**src/rtl/pp_group_accumulator_if.sv**
```systemverilog
// pp_group_accumulator_if
//   Beat input and group-result output bundle for pp_group_accumulator.
//   master : producer/observer side (drives i_*, reads o_*)
//   slave  : the accumulator (reads i_*, drives o_*)
//   i_valid/i_pp/i_max_exp/i_Q_frac/i_last : one aligned beat
//   o_valid/o_sum/o_max_exp/o_Q_frac/o_exp_err : completed group result
interface pp_group_accumulator_if #(
  parameter int N_LANES = 8,
  parameter int PP_W    = 15,
  parameter int ACC_W   = 22
);
  logic                     i_valid;
  logic [N_LANES*PP_W-1:0]  i_pp;
  logic [5:0]               i_max_exp;
  logic [4:0]               i_Q_frac;
  logic                     i_last;
  logic                     o_valid;
  logic [ACC_W-1:0]         o_sum;
  logic [5:0]               o_max_exp;
  logic [4:0]               o_Q_frac;
  logic                     o_exp_err;

  modport master (
    output i_valid, i_pp, i_max_exp, i_Q_frac, i_last,
    input  o_valid, o_sum, o_max_exp, o_Q_frac, o_exp_err
  );
  modport slave (
    input  i_valid, i_pp, i_max_exp, i_Q_frac, i_last,
    output o_valid, o_sum, o_max_exp, o_Q_frac, o_exp_err
  );
endinterface

```
**src/rtl/pp_group_accumulator.sv**
```systemverilog
// pp_group_accumulator
//   Reduces N_LANES aligned signed partial products per beat through a
//   2-stage adder tree and accumulates vector sums over a group of beats
//   closed by i_last. Emits the group total with the first beat's max
//   exponent and Q fraction, plus a flag if any beat's exponent differed.
//   i_clk   : clock, rising edge
//   i_rst_n : asynchronous active-low reset
//   bus     : pp_group_accumulator_if.slave (beat in, group result out)

// Sign-extends one lane pair to ACC_W and adds it.
module pp_pair_add #(
  parameter int PP_W  = 15,
  parameter int ACC_W = 22
) (
  input  logic [PP_W-1:0]  a,
  input  logic [PP_W-1:0]  b,
  output logic [ACC_W-1:0] sum
);
  assign sum = {{(ACC_W-PP_W){a[PP_W-1]}}, a} + {{(ACC_W-PP_W){b[PP_W-1]}}, b};
endmodule

module pp_group_accumulator #(
  parameter int N_LANES = 8,
  parameter int PP_W    = 15,
  parameter int GRP_W   = 4,
  parameter int ACC_W   = PP_W + $clog2(N_LANES) + GRP_W
) (
  input  logic                   i_clk,
  input  logic                   i_rst_n,
  pp_group_accumulator_if.slave  bus
);
  localparam int PAIRS = N_LANES / 2;

  typedef struct packed {
    logic       last;
    logic [5:0] max_exp;
    logic [4:0] q_frac;
  } meta_t;

  logic [N_LANES-1:0][PP_W-1:0] lane;
  logic [PAIRS-1:0][ACC_W-1:0]  ps_sum, ps_d, ps_q;
  meta_t                        meta_d, meta_q;
  // vld_pipe[0]: beat in stage 1; vld_pipe[1]: group completed (o_valid)
  logic [1:0]                   vld_pipe_d, vld_pipe_q;

  logic [ACC_W-1:0] vs;
  logic [ACC_W-1:0] acc_d, acc_q;
  logic [5:0]       grp_exp_d, grp_exp_q;
  logic [4:0]       grp_q_d, grp_q_q;
  logic             err_d, err_q;
  logic             open_d, open_q;
  logic [ACC_W-1:0] o_sum_d, o_sum_q;
  logic [5:0]       o_exp_d, o_exp_q;
  logic [4:0]       o_q_d, o_q_q;
  logic             o_err_d, o_err_q;

  assign lane = bus.i_pp;

  // Stage 1: first tree level, one adder per lane pair
  for (genvar k = 0; k < PAIRS; k++) begin : g_pair
    pp_pair_add #(.PP_W(PP_W), .ACC_W(ACC_W)) u_pair (
      .a   (lane[2*k]),
      .b   (lane[2*k+1]),
      .sum (ps_sum[k])
    );
  end

  always_comb begin
    ps_d          = ps_q;
    meta_d        = meta_q;
    vld_pipe_d[0] = bus.i_valid;
    // data only moves on valid beats; idle-cycle inputs never reach stage 2
    if (bus.i_valid) begin
      ps_d   = ps_sum;
      meta_d = '{last: bus.i_last, max_exp: bus.i_max_exp, q_frac: bus.i_Q_frac};
    end
  end

  // Stage 2: rest of the tree plus group accumulation
  always_comb begin
    vs = '0;
    for (int k = 0; k < PAIRS; k++) vs = vs + ps_q[k];

    acc_d     = acc_q;
    grp_exp_d = grp_exp_q;
    grp_q_d   = grp_q_q;
    err_d     = err_q;
    open_d    = open_q;
    if (vld_pipe_q[0]) begin
      if (!open_q) begin
        // first beat overwrites so no stale sum leaks into the new group
        acc_d     = vs;
        grp_exp_d = meta_q.max_exp;
        grp_q_d   = meta_q.q_frac;
        err_d     = 1'b0;
      end else begin
        acc_d = acc_q + vs;
        err_d = err_q | (meta_q.max_exp != grp_exp_q);
      end
      open_d = ~meta_q.last;
    end

    vld_pipe_d[1] = vld_pipe_q[0] & meta_q.last;
    // outputs take the post-update values so the last beat is included
    o_sum_d = o_sum_q;
    o_exp_d = o_exp_q;
    o_q_d   = o_q_q;
    o_err_d = o_err_q;
    if (vld_pipe_d[1]) begin
      o_sum_d = acc_d;
      o_exp_d = grp_exp_d;
      o_q_d   = grp_q_d;
      o_err_d = err_d;
    end
  end

  always_ff @(posedge i_clk or negedge i_rst_n) begin
    if (!i_rst_n) begin
      ps_q       <= '0;
      meta_q     <= '0;
      vld_pipe_q <= '0;
      acc_q      <= '0;
      grp_exp_q  <= '0;
      grp_q_q    <= '0;
      err_q      <= 1'b0;
      open_q     <= 1'b0;
      o_sum_q    <= '0;
      o_exp_q    <= '0;
      o_q_q      <= '0;
      o_err_q    <= 1'b0;
    end else begin
      ps_q       <= ps_d;
      meta_q     <= meta_d;
      vld_pipe_q <= vld_pipe_d;
      acc_q      <= acc_d;
      grp_exp_q  <= grp_exp_d;
      grp_q_q    <= grp_q_d;
      err_q      <= err_d;
      open_q     <= open_d;
      o_sum_q    <= o_sum_d;
      o_exp_q    <= o_exp_d;
      o_q_q      <= o_q_d;
      o_err_q    <= o_err_d;
    end
  end

  assign bus.o_valid   = vld_pipe_q[1];
  assign bus.o_sum     = o_sum_q;
  assign bus.o_max_exp = o_exp_q;
  assign bus.o_Q_frac  = o_q_q;
  assign bus.o_exp_err = o_err_q;
endmodule

```
**src/flat_wrapper.sv**
```systemverilog
// flat-port wrapper written by rule: the top's interface ports become plain ports
module pp_group_accumulator_flat 
#(
  parameter int N_LANES = 8,
  parameter int PP_W    = 15,
  parameter int GRP_W   = 4,
  parameter int ACC_W   = PP_W + $clog2(N_LANES) + GRP_W
)
  (i_clk, i_rst_n, bus_i_valid, bus_i_pp, bus_i_max_exp, bus_i_Q_frac, bus_i_last, bus_o_valid, bus_o_sum, bus_o_max_exp, bus_o_Q_frac, bus_o_exp_err);
  pp_group_accumulator_if #(.N_LANES(N_LANES), .PP_W(PP_W), .ACC_W(ACC_W)) bus_i ();
  input  logic i_clk;
  input  logic i_rst_n;
  input wire logic [$bits(bus_i.i_valid)-1:0] bus_i_valid;
  input wire logic [$bits(bus_i.i_pp)-1:0] bus_i_pp;
  input wire logic [$bits(bus_i.i_max_exp)-1:0] bus_i_max_exp;
  input wire logic [$bits(bus_i.i_Q_frac)-1:0] bus_i_Q_frac;
  input wire logic [$bits(bus_i.i_last)-1:0] bus_i_last;
  output wire logic [$bits(bus_i.o_valid)-1:0] bus_o_valid;
  output wire logic [$bits(bus_i.o_sum)-1:0] bus_o_sum;
  output wire logic [$bits(bus_i.o_max_exp)-1:0] bus_o_max_exp;
  output wire logic [$bits(bus_i.o_Q_frac)-1:0] bus_o_Q_frac;
  output wire logic [$bits(bus_i.o_exp_err)-1:0] bus_o_exp_err;
  assign bus_i.i_valid = bus_i_valid;
  assign bus_i.i_pp = bus_i_pp;
  assign bus_i.i_max_exp = bus_i_max_exp;
  assign bus_i.i_Q_frac = bus_i_Q_frac;
  assign bus_i.i_last = bus_i_last;
  assign bus_o_valid = bus_i.o_valid;
  assign bus_o_sum = bus_i.o_sum;
  assign bus_o_max_exp = bus_i.o_max_exp;
  assign bus_o_Q_frac = bus_i.o_Q_frac;
  assign bus_o_exp_err = bus_i.o_exp_err;
  pp_group_accumulator #(.N_LANES(N_LANES), .PP_W(PP_W), .GRP_W(GRP_W), .ACC_W(ACC_W)) u_core (.i_clk(i_clk), .i_rst_n(i_rst_n), .bus(bus_i));
endmodule
```
**config.mk**
```make
export PLATFORM = sky130hd
export DESIGN_NAME = pp_group_accumulator_flat
export DESIGN_NICKNAME = d
export VERILOG_FILES = /design/src/rtl/pp_group_accumulator_if.sv /design/src/rtl/pp_group_accumulator.sv /design/src/flat_wrapper.sv
export SDC_FILE = /design/constraint.sdc
export NUM_CORES = 1
export LEC_CHECK = 0
export BUFFER_PORTS_ARGS = -buffer_cell sky130_fd_sc_hd__buf_4
export CORE_MARGIN = 2
export CORE_UTILIZATION = 50
export DETAILED_ROUTE_END_ITERATION = 6
export PLACE_DENSITY = 0.75
export SYNTH_ARGS = -nofsm -noshare
export SYNTH_HDL_FRONTEND = slang
export SYNTH_SLANG_ARGS = --single-unit
```
**constraint.sdc**
```tcl
create_clock -name i_clk -period 4.6 [get_ports i_clk]
set_input_delay 0 -clock i_clk [delete_from_list [all_inputs] [get_ports i_clk]]
set_output_delay 0 -clock i_clk [all_outputs]
set_load 0.01 [all_outputs]
```
==> flow_summary.toml <==
[yosys]
ys_warn_count = 0
muxShareOfSynthArea_pct = 5.643
syn_area_per_cell_um2 = 9.142
ys_ff_latch = 147
synth_top_family_by_area = "adder cells"
synth-adder-area-share_pct = 18.56
synthSimpleGateAreaFrac_pct = 11.89
ys_seq_area_share_pct = 33.93
syn_area_um2 = 10840
synth_compound_area_share_pct = 17.26
synth_edf_count = 0
ys.flop_type = "dfrtp_1"
synthXorXnorAreaFrac_pct = 6.785
synth_area_leaders = "dfrtp_1 34%, ha_1 12%, fa_1 7.0%, nand2_1 5.2%, inv_1 4.5%"
ys_types = 63
synth_area_leader_cell = "dfrtp_1"
netlist_instances = 1186
synthArstFlopShare_pct = 100.0
synth_fp_nets = 1459
synth_top_area_share_pct = 33.93

[route]
routedWlPerCell_um = 15.74
first_pass_iters = 7
drc = 0
drt.antenna.violating_nets = 0
avgViaCountPerCell = 5.409
vias = 9477
routed_wl_mm = 27.57
drtIter0Drc = 536

[sta]
relSlewSlack_pct = 32.70
drv_slew = 0
worstMarginPinSlew_ns = 1.007
hold_viol_final = 1
fin_crit_ns = 4.996
clock_skew_ns = 0.01068
hold_slack_ns = -0.005404
max_freq_mhz = 200.1
period_share_pct = 108.6
setup_violations = 22
fin_ws_ns = -0.3965
rsz0062_at_grt = "true"
setup_tns_ns = -3.695

[die]
die_h_um = 151.3
start_util_pct = 51.26
die_area_um2 = 22880
ios = 170
coreArea_um2 = 21150
die_x_um = 151.3
rows = 53

[clock_network]
htree_levels = 4
cts_buffers = 17
cts.path.max_buffers = 2
insertion_delay_ns = 0.44
cts_tree = "done"
cts.sinks = 147
clock-root-buffer = "clkbuf_16"
clk_transition_reported_paths_ns = 0.07

[outcome]
status = "finished with violations"
violations = "hold timing, setup timing"

[grt]
gr-total-overflow = 0
grt_max_degree = 100
antenna_found_initial = 0
grt_pass1_wl_mm = 43.48
grt_usage_pct = 23.92
grt_pass1_vias = 9215

[cells_and_area]
num_antenna_cells = 0
fin_nets = 1737
drive_gt1_share_pct = 27.35
layout_common_cells = "271 x buf_4, 147 x nand2_1, 147 x dfrtp_1, 123 x inv_1, 89 x ha_1"
layout_commonest_cell = "buf_4"
final_cells = 1752
final_util_pct = 67.35
areaGrowthSynthToFinish_pct = 31.40
fill_cells = 1588

[worst_setup_path]
worstSetupStartpointType = "flop"
crit_type = "flop to flop"
worst_ep_arrival_time_ns = 5.31
cp_max_fo = 4
end_kind = "flop"
critPathRequiredTime_ns = 4.91

[place]
port_buffers = 169
gp_congestion = 0.8987
place_hpwl_mm = 19.73
placed_cells = 1666

[worst_hold_path]
hold_path_class = "input pin to flop"

[flow_run]
cap_violations = 0
-- cell type report --
| cell class | instances | area, um2 | area share [%] |
|---|---|---|---|
| sequential | 147 | 3679 | 25.82 |
| clock inverter | 15 | 151.4 | 1.063 |
| tap | 275 | 344.1 | 2.415 |
| clock buffer | 17 | 425.4 | 2.986 |
| timing repair buffer | 293 | 2258 | 15.85 |
| multi-input combinational | 874 | 6898 | 48.41 |
| inverter | 131 | 491.7 | 3.451 |
-- flip-flops by register name (all words and copies together) (netlist names) --
signal                cells
u_core.ps_q              64
u_core.acc_q             22
u_core.bus.o_sum         22
u_core.meta_q            12
u_core.bus.o_max_exp      6
u_core.grp_exp_q          6
u_core.bus.o_Q_frac       5
u_core.grp_q_q            5
u_core.vld_pipe_q         2
u_core.bus.o_exp_err      1
u_core.err_q              1
u_core.open_q             1
-- Yosys cell counts, types with 12 or more instances --
cell,number
clkbuf_1,29
a21oi_1,87
nor2_1,73
inv_1,130
nand2_1,150
dfrtp_1,147
o21bai_1,22
o21ai_0,73
a31oi_1,21
fa_1,38
or3_1,12
xnor2_1,48
xor2_1,36
ha_1,100
a21o_1,36
mux2i_1,39
mux2_2,17
-- worst paths after layout --
kind	cells after the start	start	end	slack, ns
max in group asynchronous	3	i_rst_n	u_core.ps_q[32]$_DFFE_PN0P_	3.24
worst min-delay path	3	bus_i_pp[75]	u_core.ps_q[44]$_DFFE_PN0P_	-0.005
worst max register to register	22	u_core.ps_q[46]$_DFFE_PN0P_	u_core.bus.o_sum[21]$_DFFE_PN0P_	-0.40
min in group asynchronous	2	i_rst_n	u_core.bus.o_sum[4]$_DFFE_PN0P_	0.18
worst min register to register	2	u_core.bus.o_Q_frac[2]$_DFFE_PN0P_	u_core.bus.o_Q_frac[2]$_DFFE_PN0P_	0.47
worst max-delay path	22	u_core.ps_q[46]$_DFFE_PN0P_	u_core.bus.o_sum[21]$_DFFE_PN0P_	-0.40
-- what timing repair did --
action | in CTS | in global routing
setup buffers | 19 | 19
hold endpoints to repair | 113 | 0
endpoints found under the setup margin | 20 | 26
gates resized for setup | 20 | 47
hold buffers | 19 | 0
pin swaps | 48 | 57
gates cloned | 0 | 0
-- per-layer routing --
layer / vias up / track usage, % / part of all wire [%]
li1: 4601 / - / -
met1: 4556 / 31.40 / 44
met2: 274 / 40.25 / 49
met3: 46 / 4.337 / 5.4
met4: 0 / 7.477 / 2.0
met5: - / 0 / 0
-- metrics by stage --
stage / setup slack, ns / hold slack, ns / cell area [um2]
floorplan: -0.009850 / -0.2956 / 10890
global placement: -0.1435 / 0.1569 / 12870
detailed placement: -0.2927 / 0.1576 / 12870
CTS: -0.2343 / 0.006598 / 13860
global route: -0.5693 / 0.01322 / 14250
finish: -0.3965 / -0.005404 / 14250
-- cells by family after synthesis --
kind of cell / Yosys count
buffers and inverters: 165
adders and majority gates: 138
DFF: 147
AOI/OAI and AO/OA: 297
xor gates and xnor gates: 84
muxes: 58
and+or+nand+nor: 297
-- critical path: stages, from the launching register on --
cell,delay [ns]
dfrtp_1,0.39
inv_2,0.08
fa_1,0.43
fa_1,0.52
inv_1,0.07
ha_4,0.23
a211oi_4,0.26
o21bai_1,0.14
a21oi_2,0.18
o21bai_1,0.07
a21oi_1,0.17
xnor2_1,0.21
ha_1,0.34
and3_4,0.20
a31o_4,0.24
a211o_4,0.29
a41oi_4,0.18
o31ai_4,0.13
buf_4,0.16
a211o_1,0.27
nand4_1,0.13
xnor2_1,0.13
o21ai_1,0.07
Power is left out: the tool's default activity adds up to more than one toggle a clock period on the data nets, which glitch-free logic cannot reach.
